==> src/rtl/mem_access_unit_pkg.sv <==
// mem_pkg: shared types and constants for the memory access unit.
//   ADDR_W      - data memory address width
//   BYTE_W      - data memory data width
//   WORD_W      - width of a 16-bit word access (two bytes)
//   mau_state_t - sequencer states
package mem_pkg;

  localparam int ADDR_W = 8;
  localparam int BYTE_W = 8;
  localparam int WORD_W = 2 * BYTE_W;

  typedef enum logic [1:0] {
    IDLE = 2'd0,
    ACC0 = 2'd1,
    ACC1 = 2'd2,
    FIN  = 2'd3
  } mau_state_t;

endpackage

==> src/rtl/mem_access_unit_if.sv <==
// mem_access_unit_if: bundles the datapath request/response signals and the
// byte-wide data memory bus of the memory access unit.
//   Request side : req, we, word, addr, wdata -> unit ; busy, done, rdata <- unit
//   Memory side  : Address, WriteData, MemRead, MemWrite <- unit ; ReadData -> unit
// Modports:
//   slave  - the memory access unit itself
//   master - the environment (controller plus data memory)
interface mem_access_unit_if;
  import mem_pkg::*;

  logic              req;
  logic              we;
  logic              word;
  logic [ADDR_W-1:0] addr;
  logic [WORD_W-1:0] wdata;
  logic              busy;
  logic              done;
  logic [WORD_W-1:0] rdata;

  logic [ADDR_W-1:0] Address;
  logic [BYTE_W-1:0] WriteData;
  logic              MemRead;
  logic              MemWrite;
  logic [BYTE_W-1:0] ReadData;

  modport slave (
    input  req, we, word, addr, wdata, ReadData,
    output busy, done, rdata, Address, WriteData, MemRead, MemWrite
  );

  modport master (
    output req, we, word, addr, wdata, ReadData,
    input  busy, done, rdata, Address, WriteData, MemRead, MemWrite
  );

endinterface

==> src/rtl/mem_access_unit.sv <==
// mem_access_unit: sequences one byte or big-endian 16-bit word load/store
// at a time onto an 8-bit data memory (high byte at addr, low byte at addr+1).
// Ports:
//   clk  - system clock, rising edge
//   rst  - asynchronous active-low reset
//   bus  - mem_access_unit_if.slave: request handshake and memory bus
// Memory-side outputs decode only the state and latched-request registers,
// so nothing on the request inputs reaches the memory combinationally, and
// an asynchronous reset drops MemWrite immediately.
module mem_access_unit
  import mem_pkg::*;
(
  input  logic                      clk,
  input  logic                      rst,
  mem_access_unit_if.slave          bus
);

  mau_state_t        r_state;
  mau_state_t        w_next;

  logic              r_we;
  logic              r_word;
  logic [ADDR_W-1:0] r_addr;
  logic [WORD_W-1:0] r_wdata;
  logic [BYTE_W-1:0] r_hi;
  logic [WORD_W-1:0] r_rdata;

  logic [ADDR_W-1:0] w_addr_inc;
  logic [ADDR_W-1:0] w_address;
  logic [BYTE_W-1:0] w_write_data;
  logic              w_mem_read;
  logic              w_mem_write;

  // Natural truncation makes 255 wrap to 0 for the second byte.
  assign w_addr_inc = r_addr + ADDR_W'(1);

  always_ff @(posedge clk or negedge rst) begin
    if (!rst) r_state <= IDLE;
    else      r_state <= w_next;
  end

  always_comb begin
    w_next       = r_state;
    w_address    = '0;
    w_write_data = '0;
    w_mem_read   = 1'b0;
    w_mem_write  = 1'b0;
    case (r_state)
      IDLE: if (bus.req) w_next = ACC0;
      ACC0: begin
        w_address    = r_addr;
        w_write_data = r_word ? r_wdata[WORD_W-1:BYTE_W] : r_wdata[BYTE_W-1:0];
        w_mem_read   = ~r_we;
        w_mem_write  = r_we;
        w_next       = r_word ? ACC1 : FIN;
      end
      ACC1: begin
        w_address    = w_addr_inc;
        w_write_data = r_wdata[BYTE_W-1:0];
        w_mem_read   = ~r_we;
        w_mem_write  = r_we;
        w_next       = FIN;
      end
      FIN:     w_next = IDLE;
      default: w_next = IDLE;
    endcase
  end

  // Request latch and load assembly. A word load parks the high byte in r_hi
  // so rdata changes only once, when the whole load has completed.
  always_ff @(posedge clk or negedge rst) begin
    if (!rst) begin
      r_we    <= 1'b0;
      r_word  <= 1'b0;
      r_addr  <= '0;
      r_wdata <= '0;
      r_hi    <= '0;
      r_rdata <= '0;
    end else begin
      if (r_state == IDLE && bus.req) begin
        r_we    <= bus.we;
        r_word  <= bus.word;
        r_addr  <= bus.addr;
        r_wdata <= bus.wdata;
      end
      if (r_state == ACC0 && !r_we) begin
        if (r_word) r_hi    <= bus.ReadData;
        else        r_rdata <= {{BYTE_W{1'b0}}, bus.ReadData};
      end
      if (r_state == ACC1 && !r_we) r_rdata <= {r_hi, bus.ReadData};
    end
  end

  assign bus.busy      = (r_state != IDLE);
  assign bus.done      = (r_state == FIN);
  assign bus.rdata     = r_rdata;
  assign bus.Address   = w_address;
  assign bus.WriteData = w_write_data;
  assign bus.MemRead   = w_mem_read;
  assign bus.MemWrite  = w_mem_write;

endmodule

==> src/flat_wrapper.sv <==
// flat-port wrapper written by rule: the top's interface ports become plain ports
module mem_access_unit_flat import mem_pkg::*;
  (clk, rst, bus_req, bus_we, bus_word, bus_addr, bus_wdata, bus_ReadData, bus_busy, bus_done, bus_rdata, bus_Address, bus_WriteData, bus_MemRead, bus_MemWrite);
  mem_access_unit_if bus_i ();
  input  logic clk;
  input  logic rst;
  input wire logic [$bits(bus_i.req)-1:0] bus_req;
  input wire logic [$bits(bus_i.we)-1:0] bus_we;
  input wire logic [$bits(bus_i.word)-1:0] bus_word;
  input wire logic [$bits(bus_i.addr)-1:0] bus_addr;
  input wire logic [$bits(bus_i.wdata)-1:0] bus_wdata;
  input wire logic [$bits(bus_i.ReadData)-1:0] bus_ReadData;
  output wire logic [$bits(bus_i.busy)-1:0] bus_busy;
  output wire logic [$bits(bus_i.done)-1:0] bus_done;
  output wire logic [$bits(bus_i.rdata)-1:0] bus_rdata;
  output wire logic [$bits(bus_i.Address)-1:0] bus_Address;
  output wire logic [$bits(bus_i.WriteData)-1:0] bus_WriteData;
  output wire logic [$bits(bus_i.MemRead)-1:0] bus_MemRead;
  output wire logic [$bits(bus_i.MemWrite)-1:0] bus_MemWrite;
  assign bus_i.req = bus_req;
  assign bus_i.we = bus_we;
  assign bus_i.word = bus_word;
  assign bus_i.addr = bus_addr;
  assign bus_i.wdata = bus_wdata;
  assign bus_i.ReadData = bus_ReadData;
  assign bus_busy = bus_i.busy;
  assign bus_done = bus_i.done;
  assign bus_rdata = bus_i.rdata;
  assign bus_Address = bus_i.Address;
  assign bus_WriteData = bus_i.WriteData;
  assign bus_MemRead = bus_i.MemRead;
  assign bus_MemWrite = bus_i.MemWrite;
  mem_access_unit u_core (.clk(clk), .rst(rst), .bus(bus_i));
endmodule
==> config.mk <==
export PLATFORM = sky130hd
export DESIGN_NAME = mem_access_unit_flat
export DESIGN_NICKNAME = d
export VERILOG_FILES = /design/src/rtl/mem_access_unit_pkg.sv /design/src/rtl/mem_access_unit_if.sv /design/src/rtl/mem_access_unit.sv /design/src/flat_wrapper.sv
export SDC_FILE = /design/constraint.sdc
export NUM_CORES = 1
export LEC_CHECK = 0
export BUFFER_PORTS_ARGS = -buffer_cell sky130_fd_sc_hd__buf_2
export CAP_MARGIN = 20
export CELL_PAD_IN_SITES_DETAIL_PLACEMENT = 1
export CELL_PAD_IN_SITES_GLOBAL_PLACEMENT = 1
export CORE_AREA = 2 2 95 97
export DETAILED_ROUTE_END_ITERATION = 10
export DIE_AREA = 0 0 97 99
export HOLD_SLACK_MARGIN = 0.08
export PLACE_DENSITY_LB_ADDON = 0.1
export SLEW_MARGIN = 20
export SYNTH_ARGS = -nofsm -noshare
export SYNTH_HDL_FRONTEND = slang
export SYNTH_SLANG_ARGS = --single-unit
==> constraint.sdc <==
create_clock -name clk -period 1.9 [get_ports clk]
set_clock_uncertainty 0.15 [all_clocks]
set_input_delay 0.095 -clock clk [delete_from_list [all_inputs] [get_ports clk]]
set_output_delay 0.095 -clock clk [all_outputs]
set_load 0.05 [all_outputs]
==> metrics.cfg, run 1 <==
[placement]
port_buffers = 72
place_congestion = 0.772
placed_area_um2 = 3200
dp_hpwl_mm = 4.57

[sta]
tns_ps = -592
slew_headroom_pct = 72.5
fin_ws_ps = -123
min_period_ps = 2020
setup_viol = 13
hold_viol = 0
finalMaxSlewViolations = 0
rsz0062_at_grt = true
tightest_slew_ps = 413
min_period_over_period_pct = 106
timing.fmax_mhz = 494

[floorplan]
rows = 34
die_w_um = 97
die_area_um2 = 9600
initial_utilization_pct = 29.6
ios = 73
core_um2 = 8550
die_h_um = 99

[critical_path]
cp-start-kind = register
critPathArrivalTime_ps = 1780
critPathRequiredTime_ps = 1650
crit_path_end_kind = output port
critPathKind = register to output port
crit_fanout = 4

[cts]
ctsHtreeMaxLevel = 2
clkSlewWorstSetupHoldPaths_ps = 100
cts_tree = yes
clockBufferDepth = 2
cts_sinks = 52
cts_buffers = 5
clockRootBuffer = clkbuf_8
worstSkewPairLatency_ps = 300

[global_routing]
grt_pass1_vias = 2266
grt_max_degree = 31
grt_pass1_wl_mm = 11.4
antenna_found_initial = 0
grt_overflow_total = 0
grt_usage_pct = 14.6

[outcome]
status = complete, but fails checks
violations = setup timing

[drt]
drt_first_pass_iters = 4
highest_layer = met4
wl_mm = 6.98
via_count = 2044
via_per_inst = 4.71
dr_wl_met2_mm = 3.68
drt_iter0_markers = 17
wl_met3_um = 295
routedWlPerCell_um = 16.1
drt-met1-wl_mm = 2.96
antenna_left = 0
drc = 0

[synthesis]
yosysSeqAreaShare_pct = 51.4
synth_fp_nets = 235
syn_area_per_cell_um2 = 13.2
ys_seq_elements = 52
ys_warn_count = 0
syn_inst = 192
synth.distinct_cells = 36
syn-cell-area_um2 = 2530

[final_layout]
design_area_um2 = 4060
multiInputGateArea_um2 = 1360
layout-drive-gt1-share_pct = 62.9
antenna_cells = 0
area_delta_synth_final_pct = 60.2
utilization_pct = 47.5
final_nets = 368
fillCellCount = 915
seq_area_um2 = 1300

[run]
cap_violations = 0

[min_path]
hold_class = primary input to async pin

state kept, by name (all words and copies together), names as in the netlist:
name	flops
u_core.r_word	1
u_core.bus.rdata	16
u_core.r_addr	8
u_core.r_hi	8
u_core.r_we	1
u_core.r_state	2
u_core.r_wdata	16
logic make-up (layout without fill, tap and decap cells):
group,Yosys count,after routing,synth area share (%)
adders and majority gates,6,6,2.96
DFF,52,52,51.4
AOI/OAI and AO/OA,30,30,9.54
muxes,52,52,23.4
and+or+nand+nor,35,35,8.74
xor gates and xnor gates,2,2,0.692
buffers and inverters,15,149,3.31
metrics by stage:
step | std cells | worst slack (ps) | hold WS (ps)
2_1_floorplan | 192 | -89.2 | -351
3_3_place_gp | 379 | 43.1 | -35.6
3_5_place_dp | 379 | -3.71 | -41.5
4_1_cts | 432 | -121 | 172
5_1_grt | 434 | -194 | 193
6_report | 434 | -123 | 161
cells in the final DEF (no fill, tap or decap), drive strengths merged:
master	instances
buf	102
or4	1
nand4	2
mux2i	1
dfrtp	52
a22o	8
o21bai	2
mux2	51
o22ai	1
nand2	4
and3	1
inv	4
dlygate4sd3	36
o31ai	1
xor2	2
a22oi	10
nor2b	16
ha	6
a21o	1
o221ai	1
clkbuf	6
o21ai	3
a21boi	1
o2111ai	1
bufinv	1
nor3	2
nand3	5
nand3b	2
a2bb2oi	1
and2	2
what timing repair did:
item	in CTS	in global routing
buffers inserted	8	3
hold buffers	36	0
pin swaps	10	6
resized for setup	62	21
endpoints found under the setup margin	18	27
gates cloned	1	0
endpoints found under the hold margin	96	0
worst paths after layout:
check | start | to | slack (ps) | cells past startpoint
setup / recovery | u_core.r_state[1] | bus_Address[7] | -120 | 6
hold / removal | rst | u_core.r_addr[4] | 160 | 3
setup reg to reg | u_core.r_state[1] | u_core.bus.rdata[3] | 80 | 6
hold reg to reg | u_core.r_hi[3] | u_core.bus.rdata[11] | 350 | 1
max in group asynchronous | rst | u_core.r_addr[0] | 1080 | 3
min in group clk | u_core.r_hi[3] | u_core.bus.rdata[11] | 350 | 1
layer usage:
| layer | global-route usage, % | up-vias |
|---|---|---|
| met5 | 0 | - |
| met1 | 18.2 | 1028 |
| li1 | - | 963 |
| met3 | 2.98 | 4 |
| met2 | 26.6 | 49 |
| met4 | 2.60 | 0 |
area by class of cell:
class	count	share of cell area, %
Timing Repair Buffer	138	28.0
Tap cell	108	3.33
Clock inverter	2	0.956
Multi-Input combinational cell	125	33.5
Inverter	3	0.278
Sequential cell	52	32.1
Clock buffer	6	1.79
worst max-delay path, stage by stage, from the launching register on:
cell	delay [ps]
dfrtp_1	390
inv_2	70
ha_4	300
nand2_4	70
or4_4	430
nand3_4	80
buf_8	140
Yosys cell counts (all sizes together):
master   number  share of area [%]
a22o          8                2.8
inv           3               0.44
mux2i         1               0.40
o221ai        1               0.35
and3          1               0.30
ha            6                3.0
o21ai         3               0.59
nand4         2               0.49
dfrtp        52                 51
a2bb2oi       1               0.35
nand3b        2               0.74
or4           1               0.30
o2111ai       1               0.35
clkbuf        1               0.15
a21boi        1               0.30
a21o          1               0.30
xor2          2               0.69
a22oi        10                3.0
nor2b        16                4.2
and2          2               0.49
nor3          2               0.40
mux2         51                 23
o22ai         1               0.25
o21bai        2                1.0
nand2         4               0.59
buf          11                2.7
o31ai         1               0.30
nand3         5                1.2
Power of run 1 is left out: the tool's default activity adds up to more than one toggle a clock period on the data nets, which glitch-free logic cannot reach.
==> run 2: changes to the inputs <==
- SETUP_SLACK_MARGIN: unset -> 0.15
==> run 2 against run 1 <==
Net effect:
- the run still ends with setup timing left
- critical path depth did not move
- clock-buffer cell count did not move
- hold slack got worse by 19 ps
- worst setup slack improved by 19 ps
- cell count did not move
- flip-flop and latch count did not move
- final area rose by 3.7%
- global-route usage rose by 0.57 points
- critical path type unchanged
- critical endpoint unchanged
- largest cell class unchanged
==> metrics.cfg, run 2 (synthesized netlist as in run 1, its figures left out) <==
[outcome]
status = complete, but fails checks  ; unchanged
violations = setup timing  ; unchanged

[critical_path]
worstReg2RegEnd = u_core.bus.rdata[3]  ; unchanged
crit_path_end_kind = output port  ; unchanged
critPathArrivalTime_ps = 1760  ; was 1780 ps
cpPeakStageDelay_ps = 430  ; about the same
crit_path_top_delay_cell = or4_4  ; unchanged
crit_buf_inv = 2  ; unchanged
critPathTopFamily = simple AND/OR/NAND/NOR gates  ; unchanged
r2r_setup_slack_ps = 90  ; was 80 ps
cp-start-kind = register  ; unchanged
crit_fanout = 3  ; was 4
critPathKind = register to output port  ; unchanged
critPathRequiredTime_ps = 1650  ; about the same
r2r-start = u_core.r_state[1]  ; unchanged
r2r_cells = 6  ; unchanged
cp_cell_sequence = inv_2, ha_4, nand2_2, or4_4, nand3_4, buf_8  ; was inv_2, ha_4, nand2_4, or4_4, nand3_4, buf_8

[placement]
dp_hpwl_mm = 4.49  ; was 4.57 mm
port_buffers = 72  ; unchanged
placed_area_um2 = 3230  ; was 3200 um2
place_congestion = 0.710  ; was 0.772

[drt]
drt_first_pass_iters = 4  ; unchanged
via_per_inst = 4.67  ; was 4.71
wl_mm = 7.29  ; was 6.98 mm
drt_iter0_markers = 57  ; was 17
routedWlPerCell_um = 16.8  ; was 16.1 um
drc = 0  ; unchanged
antenna_left = 0  ; unchanged
via_count = 2027  ; was 2044

[final_layout]
antenna_cells = 0  ; unchanged
fillCellCount = 888  ; was 915
final_nets = 369  ; was 368
seq_area_um2 = 1300  ; unchanged
design_area_um2 = 4210  ; was 4060 um2
area_delta_synth_final_pct = 66.2  ; was 60.2%
layout-drive-gt1-share_pct = 64.1  ; was 62.9%
multiInputGateArea_um2 = 1460  ; was 1360 um2
final_cell_mix = buf_2 (54), dfrtp_1 (50), mux2_2 (41)  ; was buf_2 (55), dfrtp_1 (50), mux2_2 (49)
final_common_cell = buf_2  ; unchanged

[floorplan]
rows = 34  ; unchanged
initial_utilization_pct = 29.6  ; unchanged
core_um2 = 8550  ; unchanged
die_area_um2 = 9600  ; unchanged
ios = 73  ; unchanged
die_w_um = 97  ; unchanged
die_h_um = 99  ; unchanged

[global_routing]
antenna_found_initial = 0  ; unchanged
grt_pass1_wl_mm = 11.6  ; was 11.4 mm
grt_overflow_total = 0  ; unchanged
grt_pass1_vias = 2198  ; was 2266
grt_max_degree = 53  ; was 31
grt_usage_pct = 15.2  ; was 14.6%

[cts]
clockBufferDepth = 2  ; unchanged
cts_buffers = 5  ; unchanged
cts_sinks = 52  ; unchanged
cts_tree = yes  ; unchanged
clockRootBuffer = clkbuf_8  ; unchanged
ctsHtreeMaxLevel = 2  ; unchanged
clkSlewWorstSetupHoldPaths_ps = 100  ; about the same
worstSkewPairLatency_ps = 300  ; about the same

[sta]
fin_ws_ps = -103  ; was -123 ps
min_period_ps = 2000  ; was 2020 ps
slew_headroom_pct = 72.8  ; was 72.5%
timing.fmax_mhz = 499  ; was 494 MHz
setup_viol = 11  ; was 13
finalMaxSlewViolations = 0  ; unchanged
hold_viol = 0  ; unchanged
tightest_slew_ps = 406  ; was 413 ps
min_period_over_period_pct = 105  ; was 106%
rsz0062_at_grt = true  ; unchanged

[run]
cap_violations = 0  ; unchanged

[min_path]
hold_class = primary input to async pin  ; unchanged

## run 2: worst max-delay path by stage
| stage | startpoint | endpoint | slack, ps | cells after the start |
|---|---|---|---|---|
| 6_report | u_core.r_state[1] | bus_Address[7] | -100 | 6 |
| 5_1_grt | u_core.r_state[1] | bus_Address[7] | -160 | 6 |
| 4_1_cts | u_core.r_state[1] | bus_Address[7] | -150 | 6 |
| 3_5_place_dp | u_core.r_state[1] | bus_Address[7] | -30 | 6 |
| 3_3_place_gp | u_core.r_state[1] | bus_Address[7] | 20 | 6 |
| 2_1_floorplan | u_core.r_state[0] | bus_Address[5] | 40 | 6 |
## run 2: per-stage QoR
step	utilization (%)	setup slack [ps]	setup TNS (ps)	hold slack (ps)	cells
finish	49.2	-103	-420	142	434
global route	49.2	-158	-1340	182	434
CTS	46.0	-150	-1520	156	425
detailed placement	37.8	-27.3	-30.3	-33.0	374
global placement	37.8	16.5	0	-31.8	374
floorplan	-	37.6	0	-351	192
## run 2: final cells by class
cell class | instances | share of cell area, %
inverters | 3 | 0.268
multi-input cells | 125 | 34.7
well taps | 108 | 3.21
repair buffers | 139 | 28.7
flip-flops and latches | 52 | 31.0
clock inverters | 1 | 0.208
clock buffers | 6 | 1.96
## run 2: repair_timing
action	4_1_cts	5_1_grt
setup endpoints to repair	42	34
pin swaps	5	10
gates resized for setup	47	45
cloned	0	1
hold buffers	36	0
hold endpoints to repair	96	0
setup buffers	8	8
## run 2: per-layer routing
layer  GRT usage (%)  vias to the layer above  part of all wire, %
met5               0                        -                    0
met4            3.25                        0                 0.45
met2            28.7                       41                   54
met1            18.0                     1022                   42
li1                -                      962                    -
met3            2.77                        2                  3.1
## run 2: worst min-delay path: stages
cell,delay (ps)
dlygate4sd3_1,510
buf_2,120
buf_12,270
Power of run 2 is left out for the same reason.
==> run 3: changes to the inputs <==
- CORE_AREA: 2 2 95 97 -> 2 2 86 88
- DIE_AREA: 0 0 97 99 -> 0 0 88 90
==> run 3 against run 2 <==
Net effect:
- the flow still finishes with violations (setup timing)
- register-to-register slack lost 60 ps
- fmax is 2.0% lower
- cell count fell by 3.7%
- final area down 2.4%
- via count is 0.20% lower
- critical path depth unchanged
- hold slack got worse by 39 ps
- utilization rose by 9.3 points
- worst setup slack lost 42 ps
- critical path type unchanged
==> metrics.cfg, run 3 (synthesized netlist as in run 1, its figures left out) <==
[floorplan]
die_w_um = 88  ; was 97 um
die_h_um = 90  ; was 99 um
ios = 73  ; unchanged
die_area_um2 = 7920  ; was 9600 um2
initial_utilization_pct = 36.1  ; was 29.6%
core_um2 = 7020  ; was 8550 um2
rows = 31  ; was 34

[drt]
drc = 0  ; unchanged
wl_mm = 6.86  ; was 7.29 mm
via_count = 2023  ; was 2027
drt_first_pass_iters = 3  ; was 4
via_per_inst = 4.84  ; was 4.67
antenna_left = 0  ; unchanged
routedWlPerCell_um = 16.4  ; was 16.8 um
drt_iter0_markers = 31  ; was 57

[critical_path]
crit_path_top_delay_cell = dfrtp_2  ; was or4_4
critPathRequiredTime_ps = 1650  ; about the same
cp-start-kind = register  ; unchanged
crit_buf_inv = 2  ; unchanged
crit_fanout = 3  ; unchanged
critPathKind = register to output port  ; unchanged
cp_cell_sequence = inv_4, ha_4, nand2_2, or4_4, nand3_4, buf_8  ; was inv_2, ha_4, nand2_2, or4_4, nand3_4, buf_8
critPathArrivalTime_ps = 1800  ; was 1760 ps
crit_path_end_kind = output port  ; unchanged
cpPeakStageDelay_ps = 450  ; was 430 ps
critPathTopFamily = simple AND/OR/NAND/NOR gates  ; unchanged
r2r_setup_slack_ps = 30  ; was 90 ps

[final_layout]
antenna_cells = 0  ; unchanged
final_common_cell = buf_2  ; unchanged
fillCellCount = 717  ; was 888
final_cell_mix = buf_2 (55), dfrtp_1 (50), mux2_2 (43)  ; was buf_2 (54), dfrtp_1 (50), mux2_2 (41)
final_nets = 361  ; was 369
area_delta_synth_final_pct = 62.3  ; was 66.2%
layout-drive-gt1-share_pct = 62.4  ; was 64.1%

[sta]
finalMaxSlewViolations = 0  ; unchanged
tightest_slew_ps = 466  ; was 406 ps
fin_ws_ps = -145  ; was -103 ps
hold_viol = 0  ; unchanged
slew_headroom_pct = 68.9  ; was 72.8%
min_period_ps = 2040  ; was 2000 ps
min_period_over_period_pct = 108  ; was 105%
setup_viol = 17  ; was 11
rsz0062_at_grt = true  ; unchanged
timing.fmax_mhz = 489  ; was 499 MHz

[outcome]
violations = setup timing  ; unchanged
status = complete, but fails checks  ; unchanged

[cts]
ctsHtreeMaxLevel = 2  ; unchanged
clkSlewWorstSetupHoldPaths_ps = 100  ; about the same
cts_sinks = 52  ; unchanged
worstSkewPairLatency_ps = 310  ; was 300 ps
cts_tree = yes  ; unchanged
clockRootBuffer = clkbuf_8  ; unchanged
cts_buffers = 5  ; unchanged
clockBufferDepth = 2  ; unchanged

[global_routing]
grt_pass1_vias = 2184  ; was 2198
grt_max_degree = 35  ; was 53
grt_overflow_total = 0  ; unchanged
grt_usage_pct = 17.6  ; was 15.2%
grt_pass1_wl_mm = 10.9  ; was 11.6 mm
antenna_found_initial = 0  ; unchanged

[run]
cap_violations = 0  ; unchanged

[placement]
dp_hpwl_mm = 4.47  ; was 4.49 mm
place_congestion = 0.702  ; was 0.710
port_buffers = 72  ; unchanged
pre_cts_ws_ps = 16.8  ; was -27.3 ps

[min_path]
hold_class = primary input to async pin  ; unchanged

run 3: changes by cell type in the layout (fill, tap and decap cells not counted), sizes merged:
cell | before | now
bufinv | 0 | 1
buf | 102 | 93
clkbuf | 7 | 6
inv | 3 | 5
clkinv | 1 | 0
bufbuf | 0 | 1
run 3: final timing paths:
kind | from | endpoint | cells after the start
max in group asynchronous | rst | u_core.r_state[0] | 3
max reg2reg | u_core.r_state[1] | u_core.bus.rdata[2] | 7
min | rst | u_core.r_hi[7] | 2
min in group clk | u_core.r_hi[3] | u_core.bus.rdata[11] | 1
max | u_core.r_state[0] | bus_Address[7] | 6
min reg2reg | u_core.r_hi[3] | u_core.bus.rdata[11] | 1
run 3: timing repair:
action                     CTS  global route
resized for setup           47            34
hold endpoints to repair    96             0
setup endpoints to repair   42            34
buffers inserted             3             3
hold buffers                36             0
gates cloned                 1             1
pin swaps                    6             6
run 3: layer usage:
layer | track usage, % | vias to the layer above | wire length (um)
met5 | 0 | - | 0
met4 | 5.26 | 0 | 123
met3 | 3.49 | 11 | 237
met2 | 30.7 | 46 | 3770
met1 | 21.5 | 1019 | 2730
li1 | - | 947 | -
run 3: metrics by stage:
stage | setup TNS, ps | util [%] | hold slack, ps | cell area, um2 | std cells
after floorplan | 0 | - | -351 | 2660 | 192
after global placement | 0 | 45.8 | -73.9 | 3210 | 366
after detailed placement | 0 | 45.8 | -73.3 | 3210 | 366
after CTS | -1750 | 55.9 | 112 | 3920 | 414
after global routing | -2090 | 58.5 | 144 | 4110 | 418
final | -790 | 58.5 | 103 | 4110 | 418
run 3: cell type report:
type / count / area, um2 / share of cell area, %
clock buffer: 5 / 68.8 / 1.67
clock inverter: 3 / 50.0 / 1.22
inverter: 3 / 13.8 / 0.335
multi-input combinational: 125 / 1430 / 34.8
sequential: 52 / 1300 / 31.7
tap: 99 / 124 / 3.01
timing repair buffer: 131 / 1120 / 27.2
Power of run 3 is left out for the same reason.
